**config.mk**
```make
export PLATFORM = sky130hd
export DESIGN_NAME = aes_job_arbiter
export DESIGN_NICKNAME = d
export VERILOG_FILES = /design/src/rtl/aes_job_arbiter.sv
export SDC_FILE = /design/constraint.sdc
export NUM_CORES = 1
export LEC_CHECK = 0
export CAP_MARGIN = 10
export CORE_AREA = 2 2 399 401
export DETAILED_ROUTE_END_ITERATION = 6
export DIE_AREA = 0 0 401 403
export SETUP_SLACK_MARGIN = 0.5
export SYNTH_ARGS = -nofsm -noshare
export SYNTH_HDL_FRONTEND = slang
export SYNTH_SLANG_ARGS = --single-unit
```
**constraint.sdc**
```tcl
create_clock -name clk_master -period 1.9 [get_ports clk_master]
set_input_delay 0.38 -clock clk_master [delete_from_list [all_inputs] [get_ports clk_master]]
set_output_delay 0.38 -clock clk_master [all_outputs]
set_load 0.05 [all_outputs]
```
**src/rtl/aes_job_arbiter.sv**
```systemverilog
// aes_job_arbiter: round-robin sequencer sharing one AES master between requesters A and B.
// Latency: gnt 1 cycle after req, m_rst released RST_CYCLES later, rsp_valid 1 cycle after done.
// Backpressure: one job in flight, req held until gnt; AES_ARB_TIMEOUT_EN adds a RUN watchdog.
module aes_job_arbiter #(
    parameter int Nk             = 4,
    parameter int RST_CYCLES     = 2,
    parameter int TIMEOUT_CYCLES = 1024,
    parameter int CNT_W          = 11
) (
    input  logic              clk_master,
    input  logic              rst,
    input  logic              req_a,
    input  logic              op_a,
    input  logic [127:0]      data_a,
    input  logic [Nk*32-1:0]  key_a,
    output logic              gnt_a,
    output logic              rsp_valid_a,
    input  logic              req_b,
    input  logic              op_b,
    input  logic [127:0]      data_b,
    input  logic [Nk*32-1:0]  key_b,
    output logic              gnt_b,
    output logic              rsp_valid_b,
    output logic [127:0]      rsp_data,
    output logic              busy,
    output logic              err_timeout,
    output logic              m_sel_encrypt,
    output logic              m_sel_decrypt,
    output logic              m_rst,
    output logic [127:0]      m_data_in,
    output logic [Nk*32-1:0]  m_key,
    input  logic              m_done_out,
    input  logic [127:0]      m_data_out
);
    localparam logic [1:0] IDLE = 2'd0;
    localparam logic [1:0] LOAD = 2'd1;
    localparam logic [1:0] RUN  = 2'd2;
    localparam logic [1:0] RESP = 2'd3;

    localparam logic [CNT_W-1:0] RST_LAST = CNT_W'(RST_CYCLES - 1);
    localparam logic [CNT_W-1:0] CNT_SAT  = CNT_W'(TIMEOUT_CYCLES);
`ifdef AES_ARB_TIMEOUT_EN
    localparam logic [CNT_W-1:0] TO_LAST  = CNT_W'(TIMEOUT_CYCLES - 1);
`endif

    logic [1:0]       state;
    logic [CNT_W-1:0] cnt;
    logic [CNT_W-1:0] cnt_inc;
    logic             owner;    // 0 = A, 1 = B
    logic             prio_b;   // B wins a tie when set
    logic             pick_b;
    logic             pick_op;

    assign pick_b  = req_b & (~req_a | prio_b);
    assign pick_op = pick_b ? op_b : op_a;
    assign cnt_inc = (cnt == CNT_SAT) ? cnt : cnt + CNT_W'(1);

`ifndef AES_ARB_TIMEOUT_EN
    assign err_timeout = 1'b0;
`endif

    always_ff @(posedge clk_master) begin
        if (!rst) begin
            state         <= IDLE;
            cnt           <= '0;
            owner         <= 1'b0;
            prio_b        <= 1'b0;
            gnt_a         <= 1'b0;
            gnt_b         <= 1'b0;
            rsp_valid_a   <= 1'b0;
            rsp_valid_b   <= 1'b0;
            busy          <= 1'b0;
            m_sel_encrypt <= 1'b0;
            m_sel_decrypt <= 1'b0;
            m_rst         <= 1'b1;
            rsp_data      <= '0;
            m_data_in     <= '0;
            m_key         <= '0;
`ifdef AES_ARB_TIMEOUT_EN
            err_timeout   <= 1'b0;
`endif
        end else begin
            gnt_a       <= 1'b0;
            gnt_b       <= 1'b0;
            rsp_valid_a <= 1'b0;
            rsp_valid_b <= 1'b0;
`ifdef AES_ARB_TIMEOUT_EN
            err_timeout <= 1'b0;
`endif
            case (state)
                IDLE: begin
                    if (req_a | req_b) begin
                        owner         <= pick_b;
                        gnt_a         <= ~pick_b;
                        gnt_b         <= pick_b;
                        m_data_in     <= pick_b ? data_b : data_a;
                        m_key         <= pick_b ? key_b : key_a;
                        m_sel_encrypt <= ~pick_op;
                        m_sel_decrypt <= pick_op;
                        busy          <= 1'b1;
                        cnt           <= '0;
                        state         <= LOAD;
                    end
                end
                LOAD: begin
                    // done from the master is meaningless while it is held in reset
                    if (cnt == RST_LAST) begin
                        m_rst <= 1'b0;
                        cnt   <= '0;
                        state <= RUN;
                    end else begin
                        cnt <= cnt_inc;
                    end
                end
                RUN: begin
                    if (m_done_out) begin
                        rsp_data    <= m_data_out;
                        rsp_valid_a <= ~owner;
                        rsp_valid_b <= owner;
                        state       <= RESP;
                    end
`ifdef AES_ARB_TIMEOUT_EN
                    else if (cnt == TO_LAST) begin
                        rsp_data    <= '0;
                        rsp_valid_a <= ~owner;
                        rsp_valid_b <= owner;
                        err_timeout <= 1'b1;
                        state       <= RESP;
                    end else begin
                        cnt <= cnt_inc;
                    end
`endif
                end
                RESP: begin
                    prio_b        <= ~owner;
                    busy          <= 1'b0;
                    m_sel_encrypt <= 1'b0;
                    m_sel_decrypt <= 1'b0;
                    m_rst         <= 1'b1;
                    state         <= IDLE;
                end
                default: state <= IDLE;
            endcase
        end
    end
endmodule

```
==> qor.yml, run 1 <==
io_pins: 1040
synth.area.top_cells: "dfxtp_1 49%, mux2i_1 15%, a211oi_1 12%"
path_cells: "inv_4, ha_4, buf_4, or3b_4, o21ai_4, or3b_4, o32ai_2"
crit_buf_inv: 2
synth_seq_cells: 407
slew_viol_final: 0
gp_congestion: 0.9204
clock.fmax_mhz: 570.1
pwr_density_cell_nw_per_um2: 1418
drive_gt1_frac: 0.4069
rows: 146
ctsHoldBuffers: 0
clk_path_buf_depth: 3
leakage_nw: 15.09
min_path_type: "in2reg"
hold_violations: 0
path_common_cell: "or3b_4"
fin_skew_ns: 0.05187
placed_cells: 4908
clock-root-buffer: "clkbuf_16"
vias_per_cell: 3.648
wire_per_inst_um: 23.08
syn_inst: 1839
rsz0062_at_grt: "yes"
path_delay_family: "simple AND/OR/NAND/NOR gates"
cp_data_arrival_time_ns: 2.30
drv_cap: 0
setup_viol: 0
vias: 18850
worst_pin_slew_ns: 0.6863
slowest_delay_ns: 0.44
max-slew-margin-rel: 0.5424
antenna_found_initial: 67
ys_types: 40
cts.clk_slew.worst_paths_ns: 0.06
fillers: 16790
synth_area_um2: 16760
cts_sinks: 407
timing.final.crit_share: 0.9233
yosysTopAreaCell: "dfxtp_1"
cts_inserted_buffers: 53
first_global_vias: 17590
die_y_um: 403
cp_max_fo: 5
utilization: 0.2384
syn_nets: 2493
critPathSlowestCell: "or3b_4"
rrSetupSlack_ns: 0.15
routed_wl_mm: 119.3
synth_ff_type: "dfxtp_1"
area_growth_pct: 124.0
cp-start-kind: "register"
netlist.area_leader.share: 0.4860
multiInputGateArea_um2: 8300
power.total_mw: 53.24
drtPass1Iterations: 5
synth.most_common_cell: "dfxtp_1"
crit_required_ns: 2.44
path_class: "reg2reg"
dp_hpwl_mm: 94.74
clk-insertion-delay-late_ns: 0.66
synth.avg_cell_area_um2: 9.116
initial_core_util: 0.1065
ir_drop_uv: 720.9
htree_levels: 2
fin_crit_ns: 1.754
grt-busiest-layer: "met2"
grt_pass1_wl_mm: 147.5
met1_usage: 0.1601
stdcell_count: 5167
first_iter_violations: 1090
cts_tree: "done"
ant_nets: 0
seq_area_frac_synth: 0.4860
drc: 0
grtUsageMet2: 0.2163
die_x_um: 401
synth_edf_count: 0
die_area_um2: 161600
endpoint_kind: "register"
core_area_um2: 157500
register_area_um2: 8732
use_met3: 0.04481
grt_max_degree: 60
setup_tns_ns: 0
portBuffers: 1038
grt_usage: 0.1310
async_reset_ff_frac: 0
synth_common_cells: "407 x dfxtp_1, 272 x nand2_1, 263 x a211oi_1"
grt.overflow.total: 0
run_status: "finished, final reports clean"
synth-warning-count: 0
nets: 3699
==> repair_timing <==
| action | CTS | global route |
|---|---|---|
| gates cloned | 3 | 21 |
| pin swaps | 7 | 27 |
| setup endpoints to repair | 794 | 795 |
| setup buffers | 19 | 111 |
| gates resized for setup | 904 | 1131 |
==> worst reg2reg max path, delay by kind of cell, from the launching register on <==
kind	cells	cell delay [ns]
compound gates	2	0.28
buf+inv	2	0.19
simple gates	2	0.68
fa+ha+maj	1	0.16
flops	1	0.37
==> through the flow <==
step / hold slack (ns) / area, um^2 / setup WS, ns
global route: 0.2367 / 37520 / 0.05314
detailed placement: 0.4492 / 29710 / -0.3841
CTS: 0.1899 / 32480 / 0.1850
floorplan: 0.4409 / 17210 / 0.2486
global placement: 0.4421 / 29710 / -0.3428
finish: 0.2683 / 37540 / 0.1458
==> cell type report <==
class / instances / share of cell area
clock buffer: 72 / 0.03936
sequential: 407 / 0.2326
antenna: 11 / 0.0007332
timing repair buffer: 1314 / 0.4277
inverter: 10 / 0.001333
multi-input combinational: 1259 / 0.2211
tap: 2072 / 0.06905
clock inverter: 22 / 0.008098
==> state kept, by name, summed over array words and instances (netlist names), 2 cells and up <==
| register | cells |
|---|---|
| m_data_in | 128 |
| m_key | 128 |
| rsp_data | 128 |
| cnt | 11 |
| state | 2 |
==> layer usage <==
metal | vias up | part of all wire
met5 | - | 0.0033
met4 | 50 | 0.036
met3 | 202 | 0.093
met2 | 833 | 0.47
met1 | 8845 | 0.40
li1 | 8917 | -
==> worst paths after layout <==
path | to | startpoint | depth (start not counted)
worst max-delay path | cnt[6] | state[1] | 7
worst min register to register | rsp_data[48] | rsp_data[48] | 2
worst min-delay path | rsp_data[31] | m_data_out[31] | 3
worst max register to register | cnt[6] | state[1] | 7
==> where the power goes <==
part           internal, mW  total (mW)  switching (mW)
logic                  12.8        29.0            16.2
clock network          6.03        10.4            4.40
registers              11.5        13.8            2.36
total                  30.3        53.2            23.0
==> logic make-up (layout without fill, tap and decap cells) <==
| group | Yosys count | count (layout) | synth area share |
|---|---|---|---|
| AND/OR/NAND/NOR | 565 | 566 | 0.1321 |
| AO/OA/AOI/OAI | 428 | 428 | 0.1710 |
| flip-flops | 407 | 407 | 0.4860 |
| multiplexers | 257 | 257 | 0.1535 |
| buffers and inverters | 174 | 1418 | 0.05195 |
| adder cells (fa/ha/maj) | 7 | 7 | 0.005224 |
| other | 1 | 12 | 0.0002237 |
==> cell usage in the layout, fill, tap and decap left out, drive strengths merged, types with 7 or more instances in the layout <==
cell type      count
inv               14
ha                 7
clkbuf            88
nor2             260
a21oi            134
buf              652
mux2i            257
clkdlybuf4s50    646
dfxtp            407
a211oi           263
diode             11
clkinv            13
nand2            272
o21ai              9
Power figures use the tool's default switching activity.
==> inputs of run 2 (changes only) <==
Settings changed: CTS_BUF_LIST set to sky130_fd_sc_hd__clkbuf_4 sky130_fd_sc_hd__clkbuf_8 sky130_fd_sc_hd__clkbuf_16, REMOVE_ABC_BUFFERS set to 1.
==> run 2 against run 1 <==
Via count increased by 2.2%. Combinational power decreased by 7.2%. Clock skew decreased by 0.032 ns. Largest cell class unchanged. Largest power group unchanged. Highest routed layer unchanged.
==> qor.yml, run 2 (synthesis gave the netlist of run 1 again) <==
ctsHoldBuffers: 0  # unchanged
gp_congestion: 0.9639  # +4.7%
hold_violations: 0  # unchanged
routed_wl_mm: 130.0  # +9.0%
cts_inserted_buffers: 51  # -3.8%
cts.clk_slew.worst_paths_ns: 0.06  # about the same
rows: 146  # unchanged
cp_data_arrival_time_ns: 2.30  # about the same
min_path_type: "in2reg"
die_y_um: 403  # unchanged
portBuffers: 1038  # unchanged
nets: 3672  # -0.73%
rsz0062_at_grt: "yes"
io_pins: 1040  # unchanged
stdcell_count: 5140  # -0.52%
drv_cap: 0  # unchanged
initial_core_util: 0.1065  # unchanged
post-place-ws_ns: -0.4938  # -0.1097 ns
clock-root-buffer: "clkbuf_16"
area_growth_pct: 109.6
multiInputGateArea_um2: 8795  # +6.0%
endpoint_kind: "register"
antenna_found_initial: 54  # -19%
ant_nets: 0  # unchanged
reg_top3: "m_data_in (128), m_key (128), rsp_data (128)"
run_status: "finished, final reports clean"
timing.final.crit_share: 0.9574  # +0.03411
fin_skew_ns: 0.01953  # -0.03234 ns
placed_cells: 4941  # +0.67%
clk-insertion-delay-late_ns: 0.62  # -0.04 ns
pwr_density_cell_nw_per_um2: 1427  # +0.65%
register_area_um2: 8279  # -5.2%
vias: 19260  # +2.2%
cts_sinks: 407  # unchanged
drc: 0  # unchanged
final_common_cell: "clkdlybuf4s50_1"
finalWorstSetupSlack_ns: 0.08096  # -0.06481 ns
layout_common_cells: "646 x clkdlybuf4s50_1, 410 x buf_4, 310 x dfxtp_1, 271 x nand2_1, 231 x nor2_1"
die_x_um: 401  # unchanged
setup_viol: 0  # unchanged
clk_path_buf_depth: 3  # unchanged
wire_per_inst_um: 25.29  # +9.6%
ir_drop_uv: 577.8  # -20%
vias_per_cell: 3.746  # +2.7%
clock.fmax_mhz: 549.7  # -3.6%
core_area_um2: 157500  # unchanged
htree_levels: 2  # unchanged
slew_viol_final: 0  # unchanged
dp_hpwl_mm: 104.3  # +10%
grt_max_degree: 43  # -28%
grt.overflow.total: 0  # unchanged
hold_slack_ns: 0.3042  # +0.03592 ns
cp_max_fo: 9  # +4
crit_required_ns: 2.39  # -0.05 ns
fin_crit_ns: 1.819  # +0.06481 ns
grt_usage: 0.1428  # +0.01183
setup_tns_ns: 0  # unchanged
first_iter_violations: 1239  # +14%
cp-start-kind: "register"
die_area_um2: 161600  # unchanged
fillers: 17080  # +1.7%
drive_gt1_frac: 0.3353  # -0.07164
grt_pass1_wl_mm: 158.3  # +7.4%
cts_tree: "done"
first_global_vias: 17960  # +2.1%
drtPass1Iterations: 5  # unchanged
leakage_nw: 14.27  # -5.4%
path_class: "reg2reg"
## run 2: critical path, cell delays in order (launching register included)
cell and delay, ns:
dfxtp_4 0.36, o21ai_4 0.20, buf_12 0.16, buf_16 0.17, buf_12 0.16, buf_16 0.14, mux2i_1 0.29, a211oi_2 0.11
## run 2: area by class of cell
class                      count  share of cell area
antenna                       11           0.0007835
clock buffer                  69             0.04213
clock inverter                23            0.008547
inverter                      10            0.001425
multi-input combinational   1258              0.2503
sequential                   407              0.2357
tap                         2072             0.07379
timing repair buffer        1290              0.3873
## run 2: metrics by stage
| step | utilization | total power, mW | instance area, um^2 |
|---|---|---|---|
| after global placement | 0.1901 | 35.16 | 29930 |
| final | 0.2231 | 50.14 | 35130 |
| after global routing | 0.2230 | 52.10 | 35110 |
| after detailed placement | 0.1901 | 35.31 | 29930 |
| after floorplan | - | 16.86 | 15930 |
| after CTS | 0.2064 | 47.24 | 32500 |
## run 2: timing repair
action / CTS / global route
cloned: 2 / 37
pin swaps: 4 / 32
setup buffers: 14 / 43
endpoints found under the setup margin: 795 / 796
resized for setup: 832 / 299
endpoints found under the hold margin: 0 / 0
## run 2: final timing paths
| path | from | to | slack, ns | cells after the start |
|---|---|---|---|---|
| max | prio_b | m_key[104] | 0.08 | 7 |
| min | m_data_out[95] | rsp_data[95] | 0.30 | 3 |
| max reg2reg | prio_b | m_key[104] | 0.08 | 7 |
| min reg2reg | rsp_data[40] | rsp_data[40] | 0.46 | 2 |
## run 2: per-layer routing
layer / global-route usage / wire [um] / vias to the layer above
met5: 0 / 434 / -
met4: 0.03827 / 4376 / 66
met3: 0.05952 / 12960 / 222
met2: 0.2480 / 63250 / 890
met1: 0.1596 / 48960 / 9211
li1: - / - / 8868
## run 2: report_power, final
group	total [mW]	switching [mW]	internal, mW
logic	26.9	16.7	10.2
clock network	10.5	4.18	6.28
registers	12.8	1.80	11.0
total	50.1	22.7	27.4
==> inputs of run 3 (changes only) <==
Settings changed: PLACE_DENSITY_LB_ADDON set to 0.1.
==> run 3 against run 2 <==
Critical path type unchanged. Utilization increased by 4.7 points. Count of clock-buffer cells in the layout is 15 higher. Cell area rose by 21%. Fmax is 2.0% higher. Sequential power increased by 10%.
==> qor.yml, run 3 (synthesis gave the netlist of run 1 again) <==
drtPass1Iterations: 4  # -1
rows: 146  # unchanged
r2r_cells: 7  # unchanged
pwr_density_cell_nw_per_um2: 1352  # -5.3%
leakage_nw: 17.42  # +22%
cts_sinks: 407  # unchanged
min_path_type: "in2reg"
path_common_cell: "buf_12"
power.total_mw: 57.60  # +15%
grt_usage: 0.1321  # -0.01071
fin_crit_ns: 1.784  # -0.03516 ns
cts_tree: "done"
rrSetupSlack_ns: 0.12  # +0.04 ns
grt.overflow.total: 0  # unchanged
drv_cap: 0  # unchanged
routed_wl_mm: 120.4  # -7.4%
drc: 0  # unchanged
ctsHoldBuffers: 0  # unchanged
grtUsageMet2: 0.2360  # -0.01202
die_x_um: 401  # unchanged
rsz0062_at_grt: "yes"
cp_data_arrival_time_ns: 2.30  # about the same
nets: 3874  # +5.5%
antenna_found_initial: 32  # -41%
core_area_um2: 157500  # unchanged
grt-busiest-layer: "met2"
cts_inserted_buffers: 59  # +16%
hold_end: "rsp_data[119]"
hold_slack_ns: 0.2828  # -0.02138 ns
gp_congestion: 0.7566  # -22%
clock-root-buffer: "clkbuf_16"
fin_skew_ns: 0.01971  # +0.0001789 ns
slew_viol_final: 0  # unchanged
cp-start-kind: "register"
clk-insertion-delay-late_ns: 0.65  # +0.03 ns
timing.rr.start: "prio_b"
io_pins: 1040  # unchanged
cp_max_fo: 14  # +5
first_global_vias: 18710  # +4.2%
cts.clk_slew.worst_paths_ns: 0.06  # about the same
drive_gt1_frac: 0.5657  # +0.2304
worstHoldStart: "m_data_out[119]"
reg_top3: "m_data_in (128), m_key (128), rsp_data (128)"
slowest_delay_ns: 0.35  # about the same
hold_violations: 0  # unchanged
use_met3: 0.05611  # -0.003410
wire_per_inst_um: 22.53  # -11%
endpoint_kind: "register"
die_y_um: 403  # unchanged
die_area_um2: 161600  # unchanged
design_area_um2: 42600  # +21%
area_growth_pct: 154.1
ant_nets: 0  # unchanged
htree_levels: 2  # unchanged
dp_hpwl_mm: 89.07  # -15%
final_common_cell: "clkdlybuf4s50_1"
critPathSlowestCell: "mux2i_1"
timing.final.crit_share: 0.9389  # -0.01851
initial_core_util: 0.1065  # unchanged
grt_max_degree: 44  # +2.3%
clk_path_buf_depth: 3  # unchanged
first_iter_violations: 480  # -61%
ir_drop_uv: 635.3  # +10%
grt_pass1_wl_mm: 151.9  # -4.0%
place_area_um2: 30170  # +0.79%
clock.fmax_mhz: 560.6  # +2.0%
crit_required_ns: 2.42  # +0.03 ns
path_class: "reg2reg"
vias: 19300  # +0.22%
vias_per_cell: 3.610  # -3.6%
layout_common_cells: "645 x clkdlybuf4s50_1, 316 x dfxtp_2, 312 x buf_8, 248 x buf_4, 205 x mux2i_1"
worstHoldPathCells: 3  # unchanged
path_cells: "o21ai_4, buf_12, buf_12, buf_12, mux2i_1, buf_4, a211oi_1"
portBuffers: 1038  # unchanged
met1_usage: 0.1401  # -0.01946
setup_viol: 0  # unchanged
fillers: 16670  # -2.4%
r2r-end: "m_data_in[71]"
run_status: "finished, final reports clean"
-- run 3: changes by cell type in the layout (fill, tap and decap cells not counted), sizes merged --
cell	before	now
bufinv	6	3
nand2	272	274
clkinv	10	14
clkbuf	97	125
clkdlybuf4s50	646	645
dlymetal6s2s	0	1
buf	615	795
diode	11	7
clkdlybuf4s15	1	0
-- run 3: critical path, delay by kind of cell, from the launching register on --
kind,cells,cell delay [ns]
mux,1,0.35
compound gates,2,0.26
flops,1,0.33
buf+inv,4,0.66
-- run 3: worst max path at each step --
| stage | end | startpoint | slack (ns) |
|---|---|---|---|
| floorplan | m_data_in[0] | req_a | -16.22 |
| global placement | m_data_in[31] | req_a | -0.49 |
| detailed placement | m_key[57] | req_a | -0.52 |
| CTS | cnt[6] | state[1] | 0.14 |
| global route | m_key[25] | state[0] | 0.05 |
| finish | m_data_in[71] | prio_b | 0.12 |
-- run 3: metrics by stage --
step                setup slack (ns)   TNS, ns  utilization  instances
floorplan                     -16.22  -4456.38            -       1675
global placement             -0.4864    -74.72       0.1916       4983
detailed placement           -0.5182    -81.45       0.1916       4983
CTS                           0.1355         0       0.2138       5131
global route                 0.05304         0       0.2705       5341
finish                        0.1161         0       0.2706       5346
-- run 3: power breakdown --
part / leakage, nW / total [mW] / internal, mW / switching, mW
sequential: 3.52 / 14.1 / 11.6 / 2.49
clock: 1.00 / 11.5 / 6.81 / 4.66
combinational: 12.9 / 32.1 / 14.9 / 17.2
-- run 3: metal layers --
layer | part of all wire | vias to the layer above
li1 | - | 9293
met1 | 0.38 | 9099
met3 | 0.078 | 179
met2 | 0.51 | 680
met4 | 0.031 | 48
met5 | 0.0027 | -
-- run 3: area by class of cell --
class	count	area (um^2)	share of cell area
antenna	7	17.52	0.0004111
timing repair buffer	1482	18440	0.4328
multi-input combinational	1260	10670	0.2505
clock inverter	24	219.0	0.005139
tap	2072	2592	0.06085
inverter	10	50.05	0.001175
sequential	407	8855	0.2078
clock buffer	84	1758	0.04126
-- run 3: timing repair --
item                                    4_1_cts  5_1_grt
pin swaps                                    16      204
hold endpoints to repair                      0        0
endpoints found under the setup margin      796      797
buffers inserted                             26      159
gates resized for setup                     540     1887
cloned                                       14       49
